$ cat src/rtl/led_cursor_pkg.sv
`timescale 1ns/1ps
// Shared defaults, move-direction type and position-step helper for the led_cursor block.
package led_cursor_pkg;

    localparam int DEF_WIDTH           = 16;
    localparam int DEF_DEBOUNCE_CYCLES = 1000000;
    localparam int DEF_WRAP            = 0;
    localparam int DEF_REPEAT_DELAY    = 50000000;
    localparam int DEF_REPEAT_PERIOD   = 10000000;

    typedef enum logic [1:0] {
        NONE,
        DEC,
        INC
    } moveDir_t;

    // Next cursor position for one move; ends either saturate or wrap.
    function automatic int stepPos(input int curPos, input moveDir_t dir,
                                   input int width, input bit wrap);
        int nextPos;
        nextPos = curPos;
        case (dir)
            DEC: begin
                if (curPos == 0) nextPos = wrap ? width - 1 : 0;
                else             nextPos = curPos - 1;
            end
            INC: begin
                if (curPos == width - 1) nextPos = wrap ? 0 : curPos;
                else                     nextPos = curPos + 1;
            end
            default: nextPos = curPos;
        endcase
        return nextPos;
    endfunction

endpackage

$ cat src/rtl/btn_debounce.sv
`timescale 1ns/1ps
// One button: 2-flop synchroniser, stable-count debouncer and rise pulse.
// The debounced level port only exists when LED_CURSOR_AUTOREPEAT_EN is defined.
module btn_debounce
    import led_cursor_pkg::*;
#(
    parameter int DEBOUNCE_CYCLES = DEF_DEBOUNCE_CYCLES
) (
    input  logic clk,
    input  logic rst_n,
    input  logic btn,
`ifdef LED_CURSOR_AUTOREPEAT_EN
    output logic level,
`endif
    output logic press
);

    localparam int CW = $clog2(DEBOUNCE_CYCLES + 1);

    logic [1:0]    syncReg;
    logic [CW-1:0] cntReg;
    logic          levelReg;
    logic          prevReg;

    always_ff @(posedge clk or negedge rst_n) begin
        if (!rst_n) begin
            syncReg  <= '0;
            cntReg   <= '0;
            levelReg <= 1'b0;
            prevReg  <= 1'b0;
        end else begin
            syncReg <= {syncReg[0], btn};
            prevReg <= levelReg;
            // Any sample agreeing with the current level restarts the count.
            if (syncReg[1] != levelReg) begin
                if (cntReg == CW'(DEBOUNCE_CYCLES - 1)) begin
                    levelReg <= syncReg[1];
                    cntReg   <= '0;
                end else begin
                    cntReg <= cntReg + 1'b1;
                end
            end else begin
                cntReg <= '0;
            end
        end
    end

    // Combinational from registers so the move lands on the edge after the level rises.
    assign press = levelReg & ~prevReg;

`ifdef LED_CURSOR_AUTOREPEAT_EN
    assign level = levelReg;
`endif

endmodule

$ cat src/rtl/led_cursor.sv
`timescale 1ns/1ps
// One-hot LED cursor moved by two debounced buttons (R toward bit 0, L toward bit WIDTH-1).
// Define LED_CURSOR_AUTOREPEAT_EN to add hold-to-repeat.
module led_cursor
    import led_cursor_pkg::*;
#(
    parameter int WIDTH           = DEF_WIDTH,
    parameter int DEBOUNCE_CYCLES = DEF_DEBOUNCE_CYCLES,
    parameter int WRAP            = DEF_WRAP,
    parameter int START_POS       = WIDTH - 1,
    parameter int REPEAT_DELAY    = DEF_REPEAT_DELAY,
    parameter int REPEAT_PERIOD   = DEF_REPEAT_PERIOD
) (
    input  logic                     clk,
    input  logic                     rst_n,
    input  logic                     btnR,
    input  logic                     btnL,
    output logic [WIDTH-1:0]         led,
    output logic [$clog2(WIDTH)-1:0] pos,
    output logic                     at_min,
    output logic                     at_max
);

    localparam int PW = $clog2(WIDTH);
    localparam logic [WIDTH-1:0] LED_RST = {{(WIDTH-1){1'b0}}, 1'b1} << START_POS;

    if (WIDTH < 2 || WIDTH > 64 || START_POS < 0 || START_POS >= WIDTH ||
        DEBOUNCE_CYCLES < 1 || REPEAT_DELAY < 1 || REPEAT_PERIOD < 1) begin : gBadParams
        $error("led_cursor: illegal parameter set");
    end

    logic [1:0] rawBtn;
    logic [1:0] btnPress;
`ifdef LED_CURSOR_AUTOREPEAT_EN
    logic [1:0] btnLevel;
`endif

    assign rawBtn = {btnL, btnR};

    for (genvar gi = 0; gi < 2; gi++) begin : gBtn
        btn_debounce #(
            .DEBOUNCE_CYCLES(DEBOUNCE_CYCLES)
        ) uDebounce (
            .clk   (clk),
            .rst_n (rst_n),
            .btn   (rawBtn[gi]),
`ifdef LED_CURSOR_AUTOREPEAT_EN
            .level (btnLevel[gi]),
`endif
            .press (btnPress[gi])
        );
    end

`ifdef LED_CURSOR_AUTOREPEAT_EN
    localparam int RMAX = (REPEAT_DELAY > REPEAT_PERIOD) ? REPEAT_DELAY : REPEAT_PERIOD;
    localparam int RW   = $clog2(RMAX + 1);

    logic [RW-1:0] rptCntReg;
    logic          rptArmedReg;
    logic          heldAlone;
    logic          pressAny;
    logic          rptFire;
    logic [RW-1:0] rptTarget;

    assign heldAlone = btnLevel[0] ^ btnLevel[1];
    assign pressAny  = btnPress[0] | btnPress[1];
    assign rptTarget = rptArmedReg ? RW'(REPEAT_PERIOD - 1) : RW'(REPEAT_DELAY - 1);
    assign rptFire   = heldAlone & ~pressAny & (rptCntReg == rptTarget);

    // Timer restarts on every press and whenever zero or both buttons are held.
    always_ff @(posedge clk or negedge rst_n) begin
        if (!rst_n) begin
            rptCntReg   <= '0;
            rptArmedReg <= 1'b0;
        end else if (!heldAlone || pressAny) begin
            rptCntReg   <= '0;
            rptArmedReg <= 1'b0;
        end else if (rptFire) begin
            rptCntReg   <= '0;
            rptArmedReg <= 1'b1;
        end else begin
            rptCntReg <= rptCntReg + 1'b1;
        end
    end
`endif

    moveDir_t moveDir;

    always_comb begin
        moveDir = NONE;
        if (btnPress[0] ^ btnPress[1]) begin
            moveDir = btnPress[0] ? DEC : INC;
        end
`ifdef LED_CURSOR_AUTOREPEAT_EN
        else if (rptFire) begin
            moveDir = btnLevel[0] ? DEC : INC;
        end
`endif
    end

    logic [PW-1:0]    posReg;
    logic [WIDTH-1:0] ledReg;
    logic             minReg;
    logic             maxReg;
    logic [PW-1:0]    posNext;
    logic [WIDTH-1:0] ledNext;

    assign posNext = PW'(stepPos(int'(posReg), moveDir, WIDTH, WRAP != 0));

    for (genvar gi = 0; gi < WIDTH; gi++) begin : gLed
        assign ledNext[gi] = (posNext == PW'(gi));
    end

    // All four outputs share one register stage so they always agree.
    always_ff @(posedge clk or negedge rst_n) begin
        if (!rst_n) begin
            posReg <= PW'(START_POS);
            ledReg <= LED_RST;
            minReg <= (START_POS == 0);
            maxReg <= (START_POS == WIDTH - 1);
        end else if (moveDir != NONE) begin
            posReg <= posNext;
            ledReg <= ledNext;
            minReg <= (posNext == '0);
            maxReg <= (posNext == PW'(WIDTH - 1));
        end
    end

    assign pos    = posReg;
    assign led    = ledReg;
    assign at_min = minReg;
    assign at_max = maxReg;

endmodule

$ cat config.mk
export PLATFORM = sky130hd
export DESIGN_NAME = led_cursor
export DESIGN_NICKNAME = d
export VERILOG_FILES = /design/src/rtl/led_cursor_pkg.sv /design/src/rtl/btn_debounce.sv /design/src/rtl/led_cursor.sv
export SDC_FILE = /design/constraint.sdc
export NUM_CORES = 1
export LEC_CHECK = 0
export CAP_MARGIN = 20
export CORE_AREA = 2 2 104 86
export CTS_BUF_LIST = sky130_fd_sc_hd__clkbuf_8
export CTS_CLUSTER_DIAMETER = 50
export DETAILED_ROUTE_END_ITERATION = 16
export DIE_AREA = 0 0 106 88
export HOLD_SLACK_MARGIN = 0.15
export PLACE_DENSITY_LB_ADDON = 0.12
export REMOVE_ABC_BUFFERS = 1
export SLEW_MARGIN = 20
export SYNTH_ARGS = -nofsm -noshare
export SYNTH_HDL_FRONTEND = slang
export SYNTH_SLANG_ARGS = --single-unit
$ cat constraint.sdc
create_clock -name clk -period 2 [get_ports clk]
set_input_delay 0.4 -clock clk [delete_from_list [all_inputs] [get_ports clk]]
set_output_delay 0.4 -clock clk [all_outputs]
set_load 0.05 [all_outputs]
* Word level (Yosys, flattened, before mapping) *
Cells that the tools add are included.

word-level totals
  register bits = 70
  latch bits = 0
  bits in writable memories = 0
  ROM bits = 0
  output and inout port bits = 22
  logic and storage cells = 57
  memories = 0

operators by class
  add/sub/neg operators = 4
  $mul = 0
  div/mod/pow operators = 0
  order comparisons = 0
  eq/ne operators = 22
  shift-type cells = 0
  muxes and demuxes = 9
  bitwise logic cells = 5
  reductions and logical operators = 5

operators with widths
  kind                                                                 number
  20-bit two-way mux                                                   4
  20-bit by 1-bit adder with 20-bit output (second input constant)     2
  20-bit == test (second input constant)                               2
  4-bit == test (second input constant)                                8
  4-bit by 3-bit == test with 1-bit output (second input constant)     4
  4-bit by 1-bit == test with 1-bit output (second input constant)     2
  4-bit by 2-bit == test with 1-bit output (second input constant)     2
  4-bit zero test                                                      2
  4-bit two-way mux                                                    2
  4-bit one-hot mux with 2 select lines                                1
  4-bit by 1-bit adder with 4-bit output (second input constant)       1
  2-bit two-way mux                                                    2
  2-bit AND reduction                                                  2
  4-bit by 1-bit subtractor with 4-bit output (second input constant)  1
  1-bit AND                                                            2
  2-bit by 1-bit == test with 1-bit output (second input constant)     1
  2-bit == test (second input constant)                                1
  1-bit inequality test                                                2
  1-bit inverter                                                       2
  2-bit nonzero test                                                   1
  1-bit bitwise XOR                                                    1

* Depth between registers and ports, before layout *
Gate-level depths: netlist of run 1.

  depth in word-level cells = 7
  depth in mapped cells = 10

* By module *
Synthesis of run 1 repeated with hierarchy kept, for this count alone.

unflattened totals
  cells, all modules = 335
  area total of the unflattened synthesis = 3524.6 sq um

by module, submodules not included
  module                             instances  cells each  area each (sq um)  seq. area each (sq um)
  led_cursor                         1          117         1237.4             506.7
  btn_debounce at gBtn[1].uDebounce  1          108         1146.1             600.6
  btn_debounce at gBtn[0].uDebounce  1          110         1141.1             600.6

* Worst setup path before layout of run 1 *
OpenSTA, ideal clock, no wires.

  kind = register -> register
  start point = register posReg[0], in the netlist pos[0]
  end point = register ledReg[4], in the netlist led[4]
  arrival = 2.188 ns
  path slack = -0.309 ns
  cell stages (with the launch flop) = 7
  buffers on the path = 1
  period minus slack after synthesis = 2.309 ns
  cell sequence = dfstp_2 -> inv_1 -> ha_1 -> or4_1 -> o311a_1 -> buf_6 -> a32o_1

between the ends
  word-level cells in the longest chain between the ends = 4
  elaborated cells on any way between the ends = 8
  classes of those cells = add/sub (2); eq/ne (2); mux (3); reduce/logical (1)

ends and longest elaborated chain
  item                                                                  RTL line                                    RTL
  start, declared                                                       led_cursor.sv:101                           logic [PW-1:0] posReg;
  start signal, assigned                                                led_cursor.sv:117                           posReg <= PW'(START_POS);
  start signal, assigned                                                led_cursor.sv:122                           posReg <= posNext;
  4-bit by 1-bit adder with 4-bit output, or another cell as far along  led_cursor_pkg.sv:29                        else nextPos = curPos + 1;
  4-bit two-way mux (on tied branches)                                  led_cursor_pkg.sv:28, led_cursor_pkg.sv:24
  4-bit one-hot mux with 2 select lines *                               led_cursor_pkg.sv:22                        case (dir)
  4-bit by 3-bit == test with 1-bit output *                            led_cursor.sv:111                           assign ledNext[gi] = (posNext == PW'(gi));
  end signal, assigned                                                  led_cursor.sv:123                           ledReg <= ledNext;
  end, declared                                                         led_cursor.sv:102                           logic [WIDTH-1:0] ledReg;

Every way passes the cells marked *; elsewhere a longest branch is shown, timed or not.
A chain may end at the register's enable or synchronous reset.

* Final worst setup path of run 1 *
  start point = register posReg[1], in the netlist pos[1]
  end point = register ledReg[6], in the netlist led[6]

Same word-level chain as after synthesis.

==> summary.md, run 1 <==
The run finished with clean final reports. The number of antenna diodes in the final layout is 0. The logs give 30 for the total number of placement rows and 39 for the number of library cell types mapped by synthesis. STA classifies the critical path endpoint as a flip-flop. For the finished layout, the period the worst path requires is 1980 ps. The register bit count reported by yosys is 68. The top-area cell type share of the netlist area is 0.488.

The worst hold path belongs to the class flip-flop to flip-flop. For this block, the routed nets add up to 6.76 mm of wire. The endpoint identified for the worst register-to-register timing path is led[6]. For the worst-skew pair, the clock arrives at the later sink with an insertion delay of 330 ps. For the number of cells produced by synthesis, the log shows 305. The final cell utilization of the core is 0.504.

The congestion estimate from routability-driven global placement came to 0.913. The post-route setup TNS is 0 ps, and the number of remaining DRC errors is 0. The static power due to leakage is 0.00182 µW, and the layout net count is 374. The critical path is of the flip-flop to flip-flop type. The clock root buffer is clkbuf_8. Setup repair after global routing could not meet its margin everywhere.

Initial antenna violation count: 0. By area the synthesized netlist is led by dfrtp_1 (49%), xor2_1 (6.5%), nor2_1 (5.8%). The area growth from synthesis to layout is 29.4%. TritonCTS built the clock tree.

The detailed router finished its first iteration with 176 violations. The tools report the number of routed nets with antenna violations as 0. The launch instance of the worst register-to-register path is pos[1]. The run gives 2356 as the via count of the first global-routing pass. Setup violations remaining at the end of the flow were counted as 0.

Measured along the y axis, the die boundary spans 88 µm. In the routed layout, each cell is associated on average with a via count of 5.04. The die is 106 µm wide. The critical path contains buffers and inverters numbering 2 combined. Counting instances, the worst hold path has a depth of 0. The average footprint of a synthesized cell came out at 10.6 µm². The setup slack of the most critical reg-to-reg path is 20 ps, and the power density normalized to cell area is 642 mW/mm². The tool flagged a number of max-cap violations equal to 0. Worst supply voltage drop on vdd: 393 µV. The count of TritonRoute iterations in the first routing pass was 4; the total of buffers placed on input and output ports was 25. The clock passes through at most 2 buffers. For hold timing, the worst endpoint is gBtn[1].uDebounce.syncReg[1]. The floorplan step defined a die boundary enclosing 0.00933 mm².

The yosys synthesis warning count is 0, and the TritonCTS buffer count is 9. The worst clock skew on the final layout is 7.00 ps. After detailed routing, the average wire length per cell comes to 14.1 µm. The kind of start point of the critical path was a flip-flop. Number of endpoints with negative hold slack in the final report: 0.

The kind of cell with the highest combined delay along the critical path is compound AO/OA/AOI/OAI gates. The tree built by TritonCTS fans out to 68 sinks. The library cell used most frequently in the layout, excluding fill and tap cells, is dfrtp_1.

CTS built an H-tree with a depth of 3. The logs give 0.158 for the overall global routing resource usage and 2417 for the via count. Cell at the slowest stage of the critical path: dfstp_2.

The logs give 2220 ps for the critical path data required time and 11.6 mm for the global-route wire length before repair. Counting cells, the worst reg-to-reg path comes to 6. Share of post-route cells with drive strength above 1: 0.231. Data arrives at the worst endpoint at 2200 ps. For this run, the slowest stage of the critical path takes 540 ps. The summed instance area of the synthesized netlist was 0.00323 mm²; the measured slew at the worst slew-check pin was 529 ps. The worst max-slew margin expressed relative to the limit was 0.644; the detailed placer's ending HPWL was 4.59 mm.

Entering global routing, the biggest net connects 54 pins. In the layout the commonest cells are dfrtp_1 (63), nor2_1 (48), buf_4 (32). The startpoint identified for the worst hold timing path is gBtn[1].uDebounce.syncReg[0]. The critical path goes through inv_2 -> ha_4 -> or4_4 -> o311a_4 -> buf_12 -> a32o_1. For the I/O pin count, the log shows 26.

The final worst-path cycle share was 0.990; the top fanout value on the critical path was 8. Timing would allow up to 505 MHz. The number of max-slew violations in the final report was 0. The total grt overflow was 0; the initial core utilization was 0.389.

Clock-pin slew was measured on the worst setup and hold paths at 70 ps. The largest total area in the synthesized netlist belongs to dfrtp_1. The sequential-to-total area share from yosys stat is 0.529, and the area inside the core boundary is 0.00830 mm².
[through the flow]
step | hold slack (ps) | instances | power (µW) | area [µm²] | setup slack, ps
6_report | 354 | 480 | 2680 | 4180 | 20.4
5_1_grt | 374 | 480 | 2810 | 4180 | -55.3
4_1_cts | 357 | 479 | 2730 | 4090 | 1.16
3_5_place_dp | 341 | 461 | 1510 | 3800 | -90.6
3_3_place_gp | 335 | 461 | 1510 | 3800 | -77.2
2_1_floorplan | 104 | 295 | 1450 | 3160 | -347
[power breakdown]
part           internal (µW)  leakage [µW]  switching (µW)
logic                   29.0      0.000795            51.5
clock network            710      0.000112             490
registers               1390      0.000918            12.4
[layout make-up]
type / instances / area (µm²)
timing repair buffer: 57 / 527
clock inverter: 3 / 42.5
fill: 767 / 4120
clock buffer: 13 / 179
inverter: 10 / 42.5
sequential: 68 / 1710
tap: 112 / 140
multi-input combinational: 217 / 1540
[layer usage]
metal | routed length, µm | track usage
met3 | 237 | 0.0491
met5 | 0 | 0
met1 | 3510 | 0.232
met4 | 31 | 0.0443
met2 | 2980 | 0.225
[sequential cells by signal (all words and copies together) (netlist names)]
register	flops
gBtn.uDebounce.cntReg	40
gBtn.uDebounce.syncReg	4
gBtn.uDebounce.levelReg	2
pos	4
gBtn.uDebounce.prevReg	2
led	16
[cells in the mapped netlist, drive strengths merged]
| master | n |
|---|---|
| a21o | 1 |
| dfstp | 5 |
| and3 | 5 |
| nor4b | 2 |
| a31oi | 3 |
| clkbuf | 2 |
| nand3b | 4 |
| nor3 | 6 |
| ha | 7 |
| dfrtp | 63 |
| mux2 | 2 |
| nand4 | 11 |
| a221o | 1 |
| or4 | 1 |
| buf | 8 |
| nor3b | 3 |
| and2 | 3 |
| mux2i | 1 |
| xor2 | 24 |
| o311a | 1 |
| o22ai | 2 |
| nor2b | 5 |
| nand2b | 6 |
| inv | 10 |
| a21oi | 2 |
| nor2 | 50 |
| a32o | 16 |
| xnor2 | 15 |
| nand3 | 17 |
| nor4 | 6 |
| a211o | 1 |
| o21ai | 1 |
| nand4b | 1 |
| nand2 | 17 |
| and4 | 3 |
[cells by family (layout without fill, tap and decap cells)]
kind of cell               after synthesis  after routing  share of synthesized area
and+or+nand+nor                        140            140                      0.220
DFF                                     68             68                      0.529
adders and majority gates                7              7                     0.0271
muxes                                    3              3                     0.0101
AOI/OAI and AO/OA                       28             28                     0.0752
buffers and inverters                   20             83                     0.0333
xor gates and xnor gates                39             39                      0.106
[what timing repair did]
action	4_1_cts	5_1_grt
pin swaps	0	6
hold buffers	1	0
endpoints found under the setup margin	15	37
setup buffers	1	2
hold endpoints to repair	15	0
resized for setup	9	19
[worst max path at each step]
stage	endpoint	depth (start not counted)	startpoint	slack (ps)
final	led[6]	6	pos[1]	20
after global routing	led[12]	10	gBtn[1].uDebounce.prevReg	-60
after CTS	led[6]	6	pos[0]	1
after detailed placement	led[10]	7	pos[1]	-90
after global placement	led[0]	7	pos[1]	-80
after floorplan	led[12]	9	gBtn[1].uDebounce.levelReg	-350
(Power assumes the default switching activity.)
==> run 2, diff against run 1 <==
- HOLD_SLACK_MARGIN: 0.15 -> default
==> results of run 2 <==
Final layout, timing and power as in run 1 (identical DEF).
